`config.mk`:
```
export PLATFORM = sky130hd
export DESIGN_NAME = lock_key_sequencer
export DESIGN_NICKNAME = d
export VERILOG_FILES = /design/src/rtl/lock_key_seq_pkg.sv /design/src/rtl/lock_key_shift.sv /design/src/rtl/lock_key_sequencer.sv
export SDC_FILE = /design/constraint.sdc
export NUM_CORES = 1
export LEC_CHECK = 0
export ABC_AREA = 1
export CORE_MARGIN = 2
export CORE_UTILIZATION = 50
export CTS_CLUSTER_DIAMETER = 80
export DETAILED_ROUTE_END_ITERATION = 6
export PLACE_DENSITY_LB_ADDON = 0.15
export SYNTH_ARGS = -nofsm -noshare
export SYNTH_HDL_FRONTEND = slang
export SYNTH_SLANG_ARGS = --single-unit
```
`constraint.sdc`:
```
create_clock -name clk -period 2.75 [get_ports clk]
set_clock_uncertainty 0.15 [all_clocks]
set_input_delay 0.55 -clock clk [delete_from_list [all_inputs] [get_ports clk]]
set_output_delay 0.55 -clock clk [all_outputs]
set_load 0.05 [all_outputs]
```
`src/rtl/lock_key_seq_pkg.sv`:
```
// Shared types and sizing helpers for the lock key sequencer.
//   state_e    : controller states
//   KEY_BEATS  : default number of key bytes per load
//   beat_w()   : beat counter width for a given key width
//   fail_w()   : malformed-load counter width for a given tolerance
package lock_key_seq_pkg;

  localparam int unsigned KEY_W_DEF      = 32;
  localparam int unsigned NLANES_DEF     = 4;
  localparam int unsigned STROBE_CYC_DEF = 2;
  localparam int unsigned MAX_FAIL_DEF   = 3;

  localparam int unsigned KEY_BEATS = KEY_W_DEF / 8;
  localparam int unsigned BEAT_W    = $clog2(KEY_BEATS + 1);

  typedef enum logic [2:0] {
    S_NO_KEY,
    S_LOAD,
    S_READY,
    S_SETUP,
    S_STROBE,
    S_HOLD,
    S_RESP,
    S_LOCKOUT
  } state_e;

  function automatic int unsigned beat_w(input int unsigned key_w);
    return $clog2(key_w / 8 + 1);
  endfunction

  function automatic int unsigned fail_w(input int unsigned max_fail);
    return $clog2(max_fail + 1);
  endfunction

endpackage

```
`src/rtl/lock_key_shift.sv`:
```
// Key byte shifter: accumulates MSB-first key bytes and flags a correct
// (commit) or malformed (error) end of load.
//   i_beat          : accepted key byte this cycle
//   i_clear         : drop partial load
//   i_data, i_last  : key byte and end-of-key marker
//   o_shadow        : partially assembled key
//   o_commit_pulse_c: key_last on the final beat
//   o_error_pulse_c : key_last early, or final beat without key_last
module lock_key_shift
  import lock_key_seq_pkg::*;
#(
  parameter int unsigned KEY_W = KEY_W_DEF
) (
  input  logic             clk,
  input  logic             rst_n,
  input  logic             i_beat,
  input  logic             i_clear,
  input  logic [7:0]       i_data,
  input  logic             i_last,
  output logic [KEY_W-1:0] o_shadow,
  output logic             o_commit_pulse_c,
  output logic             o_error_pulse_c
);

  localparam int unsigned BEATS = KEY_W / 8;
  localparam int unsigned BW    = beat_w(KEY_W);

  logic [KEY_W-1:0] r_shadow;
  logic [BW-1:0]    r_beat;
  logic             w_final;

  // r_beat counts bytes already taken, so the final byte arrives at BEATS-1
  assign w_final          = (r_beat == BW'(BEATS - 1));
  assign o_commit_pulse_c = i_beat && i_last && w_final;
  assign o_error_pulse_c  = i_beat && (i_last != w_final);
  assign o_shadow         = r_shadow;

  // Any end of load (good, bad or aborted) restarts the assembly
  always_ff @(posedge clk or negedge rst_n) begin
    if (!rst_n) begin
      r_shadow <= '0;
      r_beat   <= '0;
    end else if (i_clear || o_commit_pulse_c || o_error_pulse_c) begin
      r_shadow <= '0;
      r_beat   <= '0;
    end else if (i_beat) begin
      r_shadow <= (r_shadow << 8) | KEY_W'(i_data);
      r_beat   <= r_beat + BW'(1);
    end
  end

endmodule

```
`src/rtl/lock_key_sequencer.sv`:
```
// Controller for the NAND-latch locked core: loads and commits the key,
// runs each request through setup/strobe/hold on core_en, returns the
// captured core outputs, and locks out after MAX_FAIL malformed loads.
//   key_*   : key byte stream in (valid/ready), key_clear drops the key
//   req_*   : request data in (valid/ready)
//   resp_*  : captured core outputs out (valid/ready)
//   core_*  : locked core drive (d, en, key) and its outputs (q)
//   key_loaded, lockout, fail_cnt : status
module lock_key_sequencer
  import lock_key_seq_pkg::*;
#(
  parameter int unsigned KEY_W      = KEY_W_DEF,
  parameter int unsigned NLANES     = NLANES_DEF,
  parameter int unsigned STROBE_CYC = STROBE_CYC_DEF,
  parameter int unsigned MAX_FAIL   = MAX_FAIL_DEF
) (
  input  logic                        clk,
  input  logic                        rst_n,
  input  logic                        key_valid,
  output logic                        key_ready,
  input  logic [7:0]                  key_data,
  input  logic                        key_last,
  input  logic                        key_clear,
  input  logic                        req_valid,
  output logic                        req_ready,
  input  logic [NLANES-1:0]           req_data,
  output logic                        resp_valid,
  input  logic                        resp_ready,
  output logic [NLANES-1:0]           resp_data,
  output logic [NLANES-1:0]           core_d,
  output logic                        core_en,
  output logic [KEY_W-1:0]            core_key,
  input  logic [NLANES-1:0]           core_q,
  output logic                        key_loaded,
  output logic                        lockout,
  output logic [fail_w(MAX_FAIL)-1:0] fail_cnt
);

  localparam int unsigned FW = fail_w(MAX_FAIL);
  localparam int unsigned SW = $clog2(STROBE_CYC + 1);

  state_e            r_state, w_state_nxt;
  logic              r_core_en, w_core_en_nxt;
  logic              r_resp_valid, w_resp_valid_nxt;
  logic [NLANES-1:0] r_core_d, w_core_d_nxt;
  logic [NLANES-1:0] r_resp_data, w_resp_data_nxt;
  logic [KEY_W-1:0]  r_core_key, w_core_key_nxt;
  logic              r_key_loaded, w_key_loaded_nxt;
  logic              r_lockout, w_lockout_nxt;
  logic [FW-1:0]     r_fail_cnt, w_fail_nxt;
  logic [SW-1:0]     r_strobe_cnt, w_strobe_nxt;

  logic              w_beat, w_clr_load, w_commit, w_error;
  logic [KEY_W-1:0]  w_shadow, w_key_full;

  // Ready flags decode the state register directly so handshakes line up
  assign key_ready  = (r_state == S_NO_KEY) || (r_state == S_LOAD);
  assign req_ready  = (r_state == S_READY);
  // key_clear wins over a same-cycle key byte
  assign w_clr_load = key_ready && key_clear;
  assign w_beat     = key_ready && key_valid && !key_clear;
  assign w_key_full = (w_shadow << 8) | KEY_W'(key_data);

  lock_key_shift #(.KEY_W(KEY_W)) u_shift (
    .clk             (clk),
    .rst_n           (rst_n),
    .i_beat          (w_beat),
    .i_clear         (w_clr_load),
    .i_data          (key_data),
    .i_last          (key_last),
    .o_shadow        (w_shadow),
    .o_commit_pulse_c(w_commit),
    .o_error_pulse_c (w_error)
  );

  // State and registered outputs
  always_ff @(posedge clk or negedge rst_n) begin
    if (!rst_n) begin
      r_state      <= S_NO_KEY;
      r_core_en    <= 1'b0;
      r_resp_valid <= 1'b0;
      r_core_d     <= '0;
      r_resp_data  <= '0;
      r_core_key   <= '0;
      r_key_loaded <= 1'b0;
      r_lockout    <= 1'b0;
      r_fail_cnt   <= '0;
      r_strobe_cnt <= '0;
    end else begin
      r_state      <= w_state_nxt;
      r_core_en    <= w_core_en_nxt;
      r_resp_valid <= w_resp_valid_nxt;
      r_core_d     <= w_core_d_nxt;
      r_resp_data  <= w_resp_data_nxt;
      r_core_key   <= w_core_key_nxt;
      r_key_loaded <= w_key_loaded_nxt;
      r_lockout    <= w_lockout_nxt;
      r_fail_cnt   <= w_fail_nxt;
      r_strobe_cnt <= w_strobe_nxt;
    end
  end

  // Next state and next output values; core_en and resp_valid trail the
  // state by one cycle, which gives SETUP a full cycle of low enable
  always_comb begin
    w_state_nxt      = r_state;
    w_core_en_nxt    = (r_state == S_STROBE);
    w_resp_valid_nxt = (r_state == S_RESP) && !(r_resp_valid && resp_ready);
    w_core_d_nxt     = r_core_d;
    w_resp_data_nxt  = r_resp_data;
    w_core_key_nxt   = r_core_key;
    w_key_loaded_nxt = r_key_loaded;
    w_lockout_nxt    = r_lockout;
    w_fail_nxt       = r_fail_cnt;
    w_strobe_nxt     = r_strobe_cnt;

    case (r_state)
      S_NO_KEY, S_LOAD: begin
        if (w_clr_load) begin
          w_state_nxt = S_NO_KEY;
        end else if (w_commit) begin
          w_core_key_nxt   = w_key_full;
          w_key_loaded_nxt = 1'b1;
          w_state_nxt      = S_READY;
        end else if (w_error) begin
          if (r_fail_cnt != FW'(MAX_FAIL)) w_fail_nxt = r_fail_cnt + FW'(1);
          if (w_fail_nxt == FW'(MAX_FAIL)) begin
            w_lockout_nxt  = 1'b1;
            w_core_key_nxt = '0;
            w_core_d_nxt   = '0;
            w_state_nxt    = S_LOCKOUT;
          end else begin
            w_state_nxt = S_NO_KEY;
          end
        end else if (w_beat) begin
          w_state_nxt = S_LOAD;
        end
      end
      S_READY: begin
        if (key_clear) begin
          w_core_key_nxt   = '0;
          w_key_loaded_nxt = 1'b0;
          w_state_nxt      = S_NO_KEY;
        end else if (req_valid) begin
          w_core_d_nxt = req_data;
          w_state_nxt  = S_SETUP;
        end
      end
      S_SETUP: begin
        w_strobe_nxt = '0;
        w_state_nxt  = S_STROBE;
      end
      S_STROBE: begin
        if (r_strobe_cnt == SW'(STROBE_CYC - 1)) w_state_nxt = S_HOLD;
        else w_strobe_nxt = r_strobe_cnt + SW'(1);
      end
      S_HOLD: begin
        w_resp_data_nxt = core_q;
        w_state_nxt     = S_RESP;
      end
      S_RESP: begin
        if (r_resp_valid && resp_ready) w_state_nxt = S_READY;
      end
      S_LOCKOUT: begin
        w_core_key_nxt   = '0;
        w_core_d_nxt     = '0;
        w_key_loaded_nxt = 1'b0;
      end
      default: w_state_nxt = S_NO_KEY;
    endcase
  end

  assign core_en    = r_core_en;
  assign resp_valid = r_resp_valid;
  assign core_d     = r_core_d;
  assign resp_data  = r_resp_data;
  assign core_key   = r_core_key;
  assign key_loaded = r_key_loaded;
  assign lockout    = r_lockout;
  assign fail_cnt   = r_fail_cnt;

endmodule

```
==> flow_summary_export.csv, run 1 <==
group,metric,value,unit
floorplan,die_w,85.6,um
drt,postRouteWirelength,7120,um
floorplan,rows,29,
drt,drt-initial-drc-count,136,
synth,synth.avg_cell_area,9.02,um^2
synth,synth_top_area_cell,"dfrtp_1",
synth,async_flop_share,100,%
timing,worst-slew-pin-transition,0.561,ns
placement,hpwl,5080,um
drt,drc,0,
grt,grt_antenna_before_repair,0,
synth,yosysSeqAreaShare,58.7,%
timing,finalHoldViolCount,0,
worst_hold_path,holdCritPathClass,"input pin to asynchronous set/reset pin",
clocking,clockBufferDepth,2,
flow_run,drv_cap,0,
drt,drtAntennaViolNets,0,
synth,synth_edf_count,0,
power,powerDensity,860,nW/um^2
synth,synth_warnings,0,
clocking,numCtsBuffers,9,
grt,overflow,0,
synth,ys_ff_latch,78,
synth,yosys-top-cells-count,"nand2_1, dfrtp_1, inv_1",
timing,period_needed,2.67,ns
power,max-vdd-ir-drop,0.597,mV
clocking,post-cts-setup-buffers,0,
critical_path,startpoint_type,"register",
placement,place.gp.congestion,0.863,
floorplan,die_h,85.6,um
placement,dp_cells,514,
cells_and_area,drive_gt1_share,13.5,%
timing,fin_crit_sh,97.2,%
power,power.leakage,0.00221,uW
timing,fmax,0.374,GHz
placement,place_area,4110,um^2
floorplan,fp.dieArea,7320,um^2
clocking,clk_pin_slew,0.08,ns
floorplan,core_area,6390,um^2
clocking,cts_root_buffer,"clkbuf_8",
synth,synthesis.nets,395,
cells_and_area,fin_nets,474,
critical_path,worstSetupEndpointType,"output port",
drt,vias,2632,
synth,synth_top_area_share,58.7,%
drt,wl_per_cell,13.5,um
timing,maxSlewHeadroom,62.5,%
critical_path,path_max_fanout,7,
synth,synthTopCellsByArea,"dfrtp_1, nand2_1, inv_1",
cells_and_area,final_cells,529,
clocking,ctsResizeCount,0,
timing,final.setup.tns,0,ns
grt,grt_pass1_wl,12500,um
clocking,holdBufCountCts,0,
grt,grt_usage,22.0,%
drt,drt_first_pass_iters,4,
clocking,htreeDepth,3,
placement,portBuffers,70,
cells_and_area,diodes,0,
timing,rsz0062_at_grt,"no",
clocking,cts.sink_count,78,
clocking,clk_latency,0.34,ns
drt,avgViaCountPerCell,4.98,
grt,grt_start_max_net_pins,44,
synth,synth_cell_types,25,
critical_path,cp.arrival,1.97,ns
outcome,status,"finished clean",
timing,maxSlewViolCount,0,
cells_and_area,design_area,4330,um^2
critical_path,critPathKind,"register to output port",
cells_and_area,area_delta_synth_final,30.1,%
floorplan,ios,71,
timing,setup_viol,0,
floorplan,start_util,52.1,%
critical_path,crit_required,2.05,ns
clocking,cts_tree,"yes",
synth,synthesis.area,3330,um^2
synth,synth_flop_cell,"dfrtp_1",
grt,grt_pass1_vias,2613,
synth,netlist_instances,369,
synth,yosys.cell_count.top_type,"nand2_1",
## layout by cell type, fill, tap and decap left out, types with 5 or more instances in the layout
master,instances
inv_2,6
o21ai_1,6
buf_4,9
nand2_2,15
inv_1,40
o21ai_0,12
o22ai_1,17
nand3b_1,5
dfrtp_1,78
clkbuf_8,10
nand3_1,6
nor2_1,11
nand2_1,143
clkdlybuf4s50_1,68
## logic make-up (layout without fill, tap and decap cells)
group	Yosys count	in the layout	synth area share, %
AOI/OAI and AO/OA	36	36	6.17
adders and majority gates	3	3	1.13
buffers and inverters	56	139	7.22
DFF	78	78	58.7
muxes	4	4	1.35
and+or+nand+nor	192	192	25.5
## routing by layer
layer / share of wire, % / GRT usage (%) / vias to the layer above
met4: 1.8 / 8.23 / 0
met1: 48 / 31.7 / 1252
met5: 0 / 0 / -
met2: 45 / 32.5 / 67
li1: - / - / 1302
met3: 4.9 / 5.49 / 11
## through the flow
stage                     utilization, %  setup WS, ns  hold slack, ns  total power [uW]
final                               67.8        0.0782          0.0218              3720
after global routing                67.8       0.00724          0.0514              3960
after CTS                           67.8        0.0572          0.0366              3760
after detailed placement            64.3         0.308           0.308              2810
after global placement              64.3         0.375           0.303              2800
after floorplan                        -         0.650           0.104              2440
## registers in the layout (all words and copies together), names as in the netlist, 2 cells and up
signal	count
u_shift.r_beat	3
fail_cnt	2
resp_data	4
u_shift.o_shadow	24
r_state	3
r_strobe_cnt	2
core_d	4
core_key	32
## worst max-delay path: stages, from the launching register on
cell and delay, ns:
dfrtp_1 0.47, nor2_2 0.30, clkdlybuf4s50_1 0.86
## report_power, final
part	internal (uW)	switching (uW)
Combinational	427	945
Sequential	1290	105
Clock	534	418
## final timing paths
path / startpoint / end / slack, ns / cells past startpoint
setup / recovery: r_state[2] / key_ready / 0.08 / 2
hold / removal: rst_n / r_strobe_cnt[1] / 0.02 / 1
setup reg to reg: u_shift.r_beat[0] / core_key[13] / 0.60 / 12
hold reg to reg: core_d[1] / core_d[1] / 0.32 / 2
max in group asynchronous: rst_n / core_key[30] / 1.80 / 2
min in group clk: core_d[1] / core_d[1] / 0.32 / 2
## cell type report
type / instances / area (um^2)
inverters: 47 / 176
multi-input cells: 235 / 1130
fillers: 531 / 2060
well taps: 77 / 96.3
clock inverters: 5 / 82.6
flip-flops and latches: 78 / 1950
clock buffers: 10 / 138
repair buffers: 77 / 748
Power figures use the tool's default switching activity.
==> inputs of run 2 (changes only) <==
--- a/config.mk
+++ b/config.mk
@@ -11,6 +11,9 @@
 export CTS_CLUSTER_DIAMETER = 80
 export DETAILED_ROUTE_END_ITERATION = 6
 export PLACE_DENSITY_LB_ADDON = 0.15
+export REMOVE_ABC_BUFFERS = 1
+export SETUP_SLACK_MARGIN = 0.2
 export SYNTH_ARGS = -nofsm -noshare
 export SYNTH_HDL_FRONTEND = slang
 export SYNTH_SLANG_ARGS = --single-unit
+export TNS_END_PERCENT = 30
==> run 2 against run 1 <==
Sequential power barely moved. Clock power down 7.9%. Total power shrank 2.0%. Largest cell class unchanged. Die area stayed put. Setup slack better by 0.34 ns. Global-route usage fell by 1.9 points. Worst hold slack improved by 0.0070 ns.
==> flow_summary_export.csv, run 2 (synthesized netlist as in run 1, its figures left out) <==
group,metric,value,unit
drt,route.met3.wl,266,um
timing,finalHoldViolCount,0,
floorplan,die_w,85.6,um
critical_path,startpoint_type,"register",
grt,grt_usage,20.1,%
critical_path,cp.arrival,1.63,ns
clocking,clockBufferDepth,2,
drt,drtAntennaViolNets,0,
critical_path,worstSetupEndpointType,"output port",
grt,overflow,0,
cells_and_area,fin_nets,471,
clocking,cts.sink_count,78,
critical_path,critPathKind,"register to output port",
grt,grt_start_max_net_pins,41,
floorplan,rows,29,
timing,setup_viol,0,
power,max-vdd-ir-drop,0.590,mV
drt,highest_layer,"met4",
drt,drt-initial-drc-count,145,
clocking,cts_root_buffer,"clkbuf_8",
cells_and_area,area_delta_synth_final,29.4,%
floorplan,start_util,52.1,%
critical_path,crit_required,2.05,ns
placement,place.gp.congestion,0.915,
drt,postRouteWirelength,6820,um
drt,avgViaCountPerCell,4.96,
drt,drc,0,
clocking,clk_pin_slew,0.08,ns
clocking,clk_latency,0.34,ns
grt,grt_pass1_vias,2475,
floorplan,die_h,85.6,um
cells_and_area,largest_reg_flops,32,
cells_and_area,drive_gt1_share,12.9,%
outcome,status,"finished clean",
cells_and_area,final_cell_mix,"nand2_1, dfrtp_1, clkdlybuf4s50_1",
critical_path,cp_slowest_cell,"dlygate4sd2_1",
cells_and_area,layout_commonest_cell,"nand2_1",
timing,final.setup.tns,0,ns
timing,rsz0062_at_grt,"no",
floorplan,ios,71,
timing,maxSlewHeadroom,62.9,%
timing,fmax,0.429,GHz
worst_hold_path,holdCritPathClass,"input pin to asynchronous set/reset pin",
clocking,numCtsBuffers,9,
floorplan,fp.dieArea,7320,um^2
power,powerDensity,847,nW/um^2
timing,period_needed,2.33,ns
drt,wl_per_cell,12.9,um
clocking,cts_tree,"yes",
drt,drt_first_pass_iters,4,
cells_and_area,multi_input_area,1130,um^2
timing,worst-slew-pin-transition,0.554,ns
grt,grt_antenna_before_repair,0,
floorplan,core_area,6390,um^2
cells_and_area,fill_cells,537,
critical_path,path_buf_inv,1,
drt,vias,2615,
grt,grt_pass1_wl,11600,um
cells_and_area,diodes,0,
placement,portBuffers,70,
critical_path,crit_chain,"nor2_2 > dlygate4sd2_1",
placement,hpwl,4650,um
critical_path,path_max_fanout,7,
critical_path,crit_family,"buffers and inverters",
clocking,holdBufCountCts,0,
power,power.leakage,0.00219,uW
power,p_total,3650,uW
timing,fin_crit_sh,84.8,%
cells_and_area,ff_latch_area,1950,um^2
drt,drt-met1-wl,3170,um
critical_path,max_stage_delay,0.57,ns
flow_run,drv_cap,0,
clocking,htreeDepth,3,
drt,met2_wirelength,3280,um
timing,maxSlewViolCount,0,
==> run 2: changes by cell type in the layout (fill, tap and decap cells not counted), sizes merged <==
cell           delta
buf               -3
clkbuf            +2
clkinv            -2
clkinvlp          +2
bufinv            -1
clkdlybuf4s50     -1
dlygate4sd2       +1
==> run 2: cell type report <==
cell class | instances | share of cell area [%]
well taps | 77 | 2.24
multi-input cells | 235 | 26.4
clock inverters | 4 | 1.25
clock buffers | 12 | 3.60
repair buffers | 74 | 17.1
flip-flops and latches | 78 | 45.3
inverters | 47 | 4.10
==> run 2: metal layers <==
layer  global-route usage [%]  vias up
met5                        0        -
met4                     6.93        0
met3                     3.75       10
met2                     32.5       54
met1                     27.5     1249
li1                         -     1302
==> run 2: what timing repair did <==
| action | CTS | global route |
|---|---|---|
| setup buffers | 0 | 0 |
| resized for setup | 1 | 0 |
| setup endpoints to repair | 1 | 0 |
==> run 2: final timing paths <==
path                       depth (start not counted)  slack, ns         startpoint                    to
max in group asynchronous                          2       1.83              rst_n  u_shift.o_shadow[10]
hold reg to reg                                    2       0.32         key_loaded            key_loaded
setup reg to reg                                  12       0.62  u_shift.r_beat[0]           core_key[6]
setup / recovery                                   2       0.42         r_state[2]             key_ready
hold / removal                                     1       0.03              rst_n          core_key[14]
min in group clk                                   2       0.32         key_loaded            key_loaded
==> run 2: power by group <==
part / switching [uW] / internal (uW) / total [uW]
combinational: 955 / 416 / 1370
clock: 404 / 473 / 877
sequential: 106 / 1290 / 1400
total: 1470 / 2180 / 3650
==> run 2: through the flow <==
step | setup WS [ns] | util, % | cells | area, um^2 | hold WS, ns
final | 0.417 | 67.4 | 527 | 4310 | 0.0288
after global routing | 0.357 | 67.4 | 527 | 4310 | 0.0718
after CTS | 0.408 | 67.4 | 527 | 4310 | 0.0446
after detailed placement | 0.260 | 64.2 | 511 | 4100 | 0.308
after global placement | 0.360 | 64.2 | 511 | 4100 | 0.304
after floorplan | 0.505 | - | 360 | 3260 | 0.104
==> inputs of run 3 (changes only) <==
--- a/config.mk
+++ b/config.mk
@@ -7,7 +7,7 @@
 export LEC_CHECK = 0
 export ABC_AREA = 1
 export CORE_MARGIN = 2
-export CORE_UTILIZATION = 50
+export CORE_UTILIZATION = 46
 export CTS_CLUSTER_DIAMETER = 80
 export DETAILED_ROUTE_END_ITERATION = 6
 export PLACE_DENSITY_LB_ADDON = 0.15
==> constraint.sdc (replaced) <==
create_clock -name clk -period 2.1 [get_ports clk]
set_clock_uncertainty 0.15 [all_clocks]
set_input_delay 0.42 -clock clk [delete_from_list [all_inputs] [get_ports clk]]
set_output_delay 0.42 -clock clk [all_outputs]
set_load 0.05 [all_outputs]
==> run 3 against run 2 <==
Die area is 8.3% higher. First-iteration DRC count is 34% lower. Register-to-register slack worse by 0.38 ns. Utilization is 1.3 points lower. Largest cell class unchanged. Largest power group is now combinational logic. Highest routed layer unchanged.
==> flow_summary_export.csv, run 3 (synthesized netlist as in run 1, its figures left out) <==
group,metric,value,unit
outcome,status,"finished clean",
cells_and_area,largest_reg_flops,32,
drt,drt-initial-drc-count,95,
timing,setup_viol,0,
critical_path,cp.arrival,1.32,ns
floorplan,start_util,46.6,%
power,powerDensity,1150,nW/um^2
floorplan,die_h,89.0,um
clocking,clockBufferDepth,2,
cells_and_area,final_cell_mix,"nand2_1, dfrtp_1, inv_1",
clocking,numCtsBuffers,9,
critical_path,critPathKind,"register to output port",
critical_path,path_max_fanout,6,
placement,place.gp.congestion,0.858,
grt,grt_start_max_net_pins,36,
timing,maxSlewViolCount,0,
timing,finalHoldViolCount,0,
critical_path,startpoint_type,"register",
floorplan,core_area,7140,um^2
timing,fmax,0.529,GHz
drt,drc,0,
placement,place_area,4260,um^2
cells_and_area,final_core_util,66.1,%
critical_path,worstSetupEndpointType,"output port",
grt,overflow,0,
placement,hpwl,4970,um
clocking,clk_pin_slew,0.08,ns
floorplan,fp.dieArea,7930,um^2
cells_and_area,diodes,0,
drt,drtAntennaViolNets,0,
drt,drt_first_pass_iters,4,
cells_and_area,layout_commonest_cell,"nand2_1",
drt,postRouteWirelength,7580,um
flow_run,drv_cap,0,
timing,worst-slew-pin-transition,0.511,ns
clocking,cts_root_buffer,"clkbuf_8",
grt,grt_pass1_vias,2468,
cells_and_area,design_area,4720,um^2
timing,fin_crit_sh,90.1,%
cells_and_area,drive_gt1_share,24.1,%
cells_and_area,fin_nets,490,
clocking,cts.sink_count,78,
grt,grt_antenna_before_repair,0,
critical_path,crit_chain,"nand2_1 > nor2_2 > buf_6 > buf_12",
timing,maxSlewHeadroom,65.9,%
floorplan,die_w,89.0,um
floorplan,rows,31,
critical_path,max_stage_delay,0.47,ns
power,power.leakage,0.00274,uW
drt,vias,2698,
power,max-vdd-ir-drop,0.496,mV
critical_path,crit_required,1.53,ns
clocking,cts_tree,"yes",
timing,fin_worst_hold_slack,0.316,ns
cells_and_area,area_delta_synth_final,41.9,%
grt,grt_pass1_wl,11800,um
worst_hold_path,holdCritPathClass,"register to register",
grt,grt_usage,19.6,%
placement,dp_cells,546,
floorplan,ios,71,
drt,wl_per_cell,13.4,um
clocking,clk_latency,0.35,ns
timing,period_needed,1.89,ns
timing,rsz0062_at_grt,"yes",
placement,portBuffers,70,
cells_and_area,final_cells,567,
critical_path,cp_slowest_cell,"dfrtp_1",
clocking,htreeDepth,3,
drt,avgViaCountPerCell,4.76,
-- run 3: worst max-delay path: cells and delay by family, from the launching register on --
kind | cells | cell delay, ns
buf+inv | 2 | 0.26
flops | 1 | 0.47
simple gates | 2 | 0.25
-- run 3: area by class of cell --
class / count / area, um^2
Fill cell: 628 / 2420
Multi-Input combinational cell: 235 / 1280
Clock buffer: 12 / 145
Sequential cell: 78 / 1950
Clock inverter: 3 / 68.8
Inverter: 47 / 179
Tap cell: 99 / 124
Timing Repair Buffer: 93 / 972
-- run 3: timing repair --
action	4_1_cts	5_1_grt
hold endpoints to repair	20	0
setup buffers	0	2
hold buffers	1	0
endpoints found under the setup margin	78	59
pin swaps	0	7
gates resized for setup	23	68
cloned	0	3
-- run 3: power by group --
group          switching (uW)  internal, uW  total, uW
Combinational            1460           906       2370
Sequential                144          1700       1840
Clock                     524           699       1220
Total                    2130          3300       5430
-- run 3: layer usage --
metal  vias to the layer above  global-route usage, %  routed length, um
met5                         -                      0                  0
met4                         0                   5.70                108
met3                        11                   5.63                354
met2                        64                   29.6               3660
met1                      1280                   27.7               3450
li1                       1343                      -                  -
-- run 3: path summary, 6_finish.rpt --
| check | from | endpoint | slack (ns) | cells after the start |
|---|---|---|---|---|
| max | r_state[1] | req_ready | 0.21 | 4 |
| min | u_shift.o_shadow[6] | core_key[14] | 0.32 | 2 |
| max reg2reg | u_shift.r_beat[1] | core_key[14] | 0.24 | 13 |
| min reg2reg | u_shift.o_shadow[6] | core_key[14] | 0.32 | 2 |
| max in group asynchronous | rst_n | core_key[25] | 0.84 | 3 |
| min in group asynchronous | rst_n | core_key[27] | 0.35 | 2 |
-- run 3: metrics by stage --
stage	total power [uW]	setup slack (ns)	TNS, ns
after floorplan	3090	-0.145	-4.53
after global placement	3850	0.0504	0
after detailed placement	3870	0.000778	0
after CTS	5090	0.00704	0
after global routing	5770	0.118	0
final	5430	0.208	0
==> edit (config.mk and constraints of run 3) <==
Change the package constant `KEY_W_DEF` from 32 to 16.
--- a/src/rtl/lock_key_seq_pkg.sv
+++ b/src/rtl/lock_key_seq_pkg.sv
@@ -5,7 +5,7 @@
 //   fail_w()   : malformed-load counter width for a given tolerance
 package lock_key_seq_pkg;
 
-  localparam int unsigned KEY_W_DEF      = 32;
+  localparam int unsigned KEY_W_DEF      = 16;
   localparam int unsigned NLANES_DEF     = 4;
   localparam int unsigned STROBE_CYC_DEF = 2;
   localparam int unsigned MAX_FAIL_DEF   = 3;
Interface: changed (resized core_key); port bits go from 71 to 55. The function was not compared with the original's and may differ.
==> edit against run 3 <==
Power decreased by 27%; synthesized area decreased by 38%; worst setup slack got worse by 0.13 ns; register-to-register slack improved by 0.10 ns; count of clock-buffer cells in the layout decreased by 6; via count decreased by 37%; final cell count decreased by 37%; design area decreased by 40%; sequential power decreased by 28%; sequential cell count decreased by 33; synthesized cell count decreased by 34%; wire length decreased by 46%.
==> edit: results (changes against run 3) <==
status finished, final reports clean; Non-Filler Instances 359 (-37%); number of flip-flops in the largest register 16 (-50%); Avg Cell Area, Syn 8.58 um2 (-4.9%); DP HPWL 3080 um (-38%); relative slew slack 0.651 (-0.00798); Max Root-Sink Buffers 2 (unchanged); placed cell count 350 (-36%); Seq/Total Area, Yosys 0.542 (-0.0442); count of cell types in the netlist 23 (-8.0%); vias in the first global route 1522 (-38%); Final nets 331 (-32%); CP max FO 2 (-4); # setup viols final 0 (unchanged); clock power share 0.165 (-0.060); H-Tree Depth 2 (-1); first-pass GRT wire length 6910 um (-42%); fillcell total 390 (-38%); Post-DP Area 0.00272 mm2 (-36%); non-clock buffer count in the final layout 63 (-32%); Layout area overhead 37.0%; register area 0.00113 mm2 (-42%); Crit-path slowest cell clkdlybuf4s50_1; Buffers on Ports 54 (-23%); WL/cell 11.4 um (-14%); footprint of the multi-input gates 793 um2 (-38%); Yosys reg bits 45 (-42%); NonClk Buf Share 0.223 (+0.0175); share of cells above drive strength 1 0.130 (-0.111); cell internal pwr 2.18 mW (-34%); crit-path max cell delay 0.80 ns (+0.33 ns); Reg power frac 0.337 (-0.002); Yosys Warn Count 0 (unchanged); clock-cell share of area 0.0392 (-0.00618); CP arrival 1.46 ns (+0.14 ns); main area contributors after synthesis dfrtp_1 54%, nand2_1 15%, inv_1 5.1%; GRT Overall Usage 0.174 (-0.0215); cell family with most CP delay buffers and inverters; via count 1707 (-37%); clk_lat worst skew 0.30 ns (-0.05 ns); Worst Hold Class flip-flop to flip-flop; invs w/o clock 30 (-36%); clock buffer count 6 (-6); multi-input gates 161 (-31%); Num CTS Buffers 5 (-4); P_leak 1.57 nW (-43%); Power per Cell Area 1390 mW/mm2 (+20%); Worst IR Drop VDD 1040 uV (+110%); gpl congestion 0.835 (-2.7%); drt initial violations 118 (+24%); Post-synth top cells 85 x nand2_1, 45 x dfrtp_1, 28 x inv_1, 21 x o21ai_0; largest net degree at the start of global routing 26 (-28%)
==> edit: cell families after synthesis <==
group / count (synthesis) / share of synthesized area
DFF: 45 / 0.542
adders and majority gates: 2 / 0.0121
and+or+nand+nor: 131 / 0.291
muxes: 4 / 0.0217
AOI/OAI and AO/OA: 24 / 0.0579
buffers and inverters: 36 / 0.0753
==> edit: through the flow <==
step / hold WS (ns) / setup slack (ns) / setup TNS (ns)
after global routing: 0.343 / 0.0348 / 0
after detailed placement: 0.260 / 0.0756 / 0
after CTS: 0.325 / 0.0508 / 0
final: 0.322 / 0.0748 / 0
after floorplan: -0.0256 / -0.0661 / -0.654
after global placement: 0.260 / 0.106 / 0
==> edit: metal layers <==
metal / global-route usage / up-vias / routed length, um
met5: 0 / - / 0
met4: 0.0755 / 0 / 78
met3: 0.0442 / 7 / 241
met2: 0.256 / 44 / 1800
met1: 0.245 / 773 / 1990
li1: - / 883 / -
==> edit: final timing paths <==
path / from / endpoint / slack, ns / cells after the start
worst max register to register: r_state[2]$_DFFE_PN0P_ / core_key[4]$_DFFE_PN0P_ / 0.34 / 7
max in group asynchronous: rst_n / core_d[0]$_DFFE_PN0P_ / 0.85 / 3
worst min register to register: core_key[2]$_DFFE_PN0P_ / core_key[2]$_DFFE_PN0P_ / 0.32 / 2
min in group asynchronous: rst_n / core_key[4]$_DFFE_PN0P_ / 0.46 / 2
worst max-delay path: core_key[13]$_DFFE_PN0P_ / core_key[13] / 0.07 / 1
worst min-delay path: core_key[2]$_DFFE_PN0P_ / core_key[2]$_DFFE_PN0P_ / 0.32 / 2
==> edit: timing repair <==
item / CTS / global route
endpoints found under the setup margin: 29 / 22
gates cloned: 0 / 0
hold endpoints to repair: 20 / 0
setup buffers: 0 / 0
hold buffers: 1 / 0
resized for setup: 8 / 6
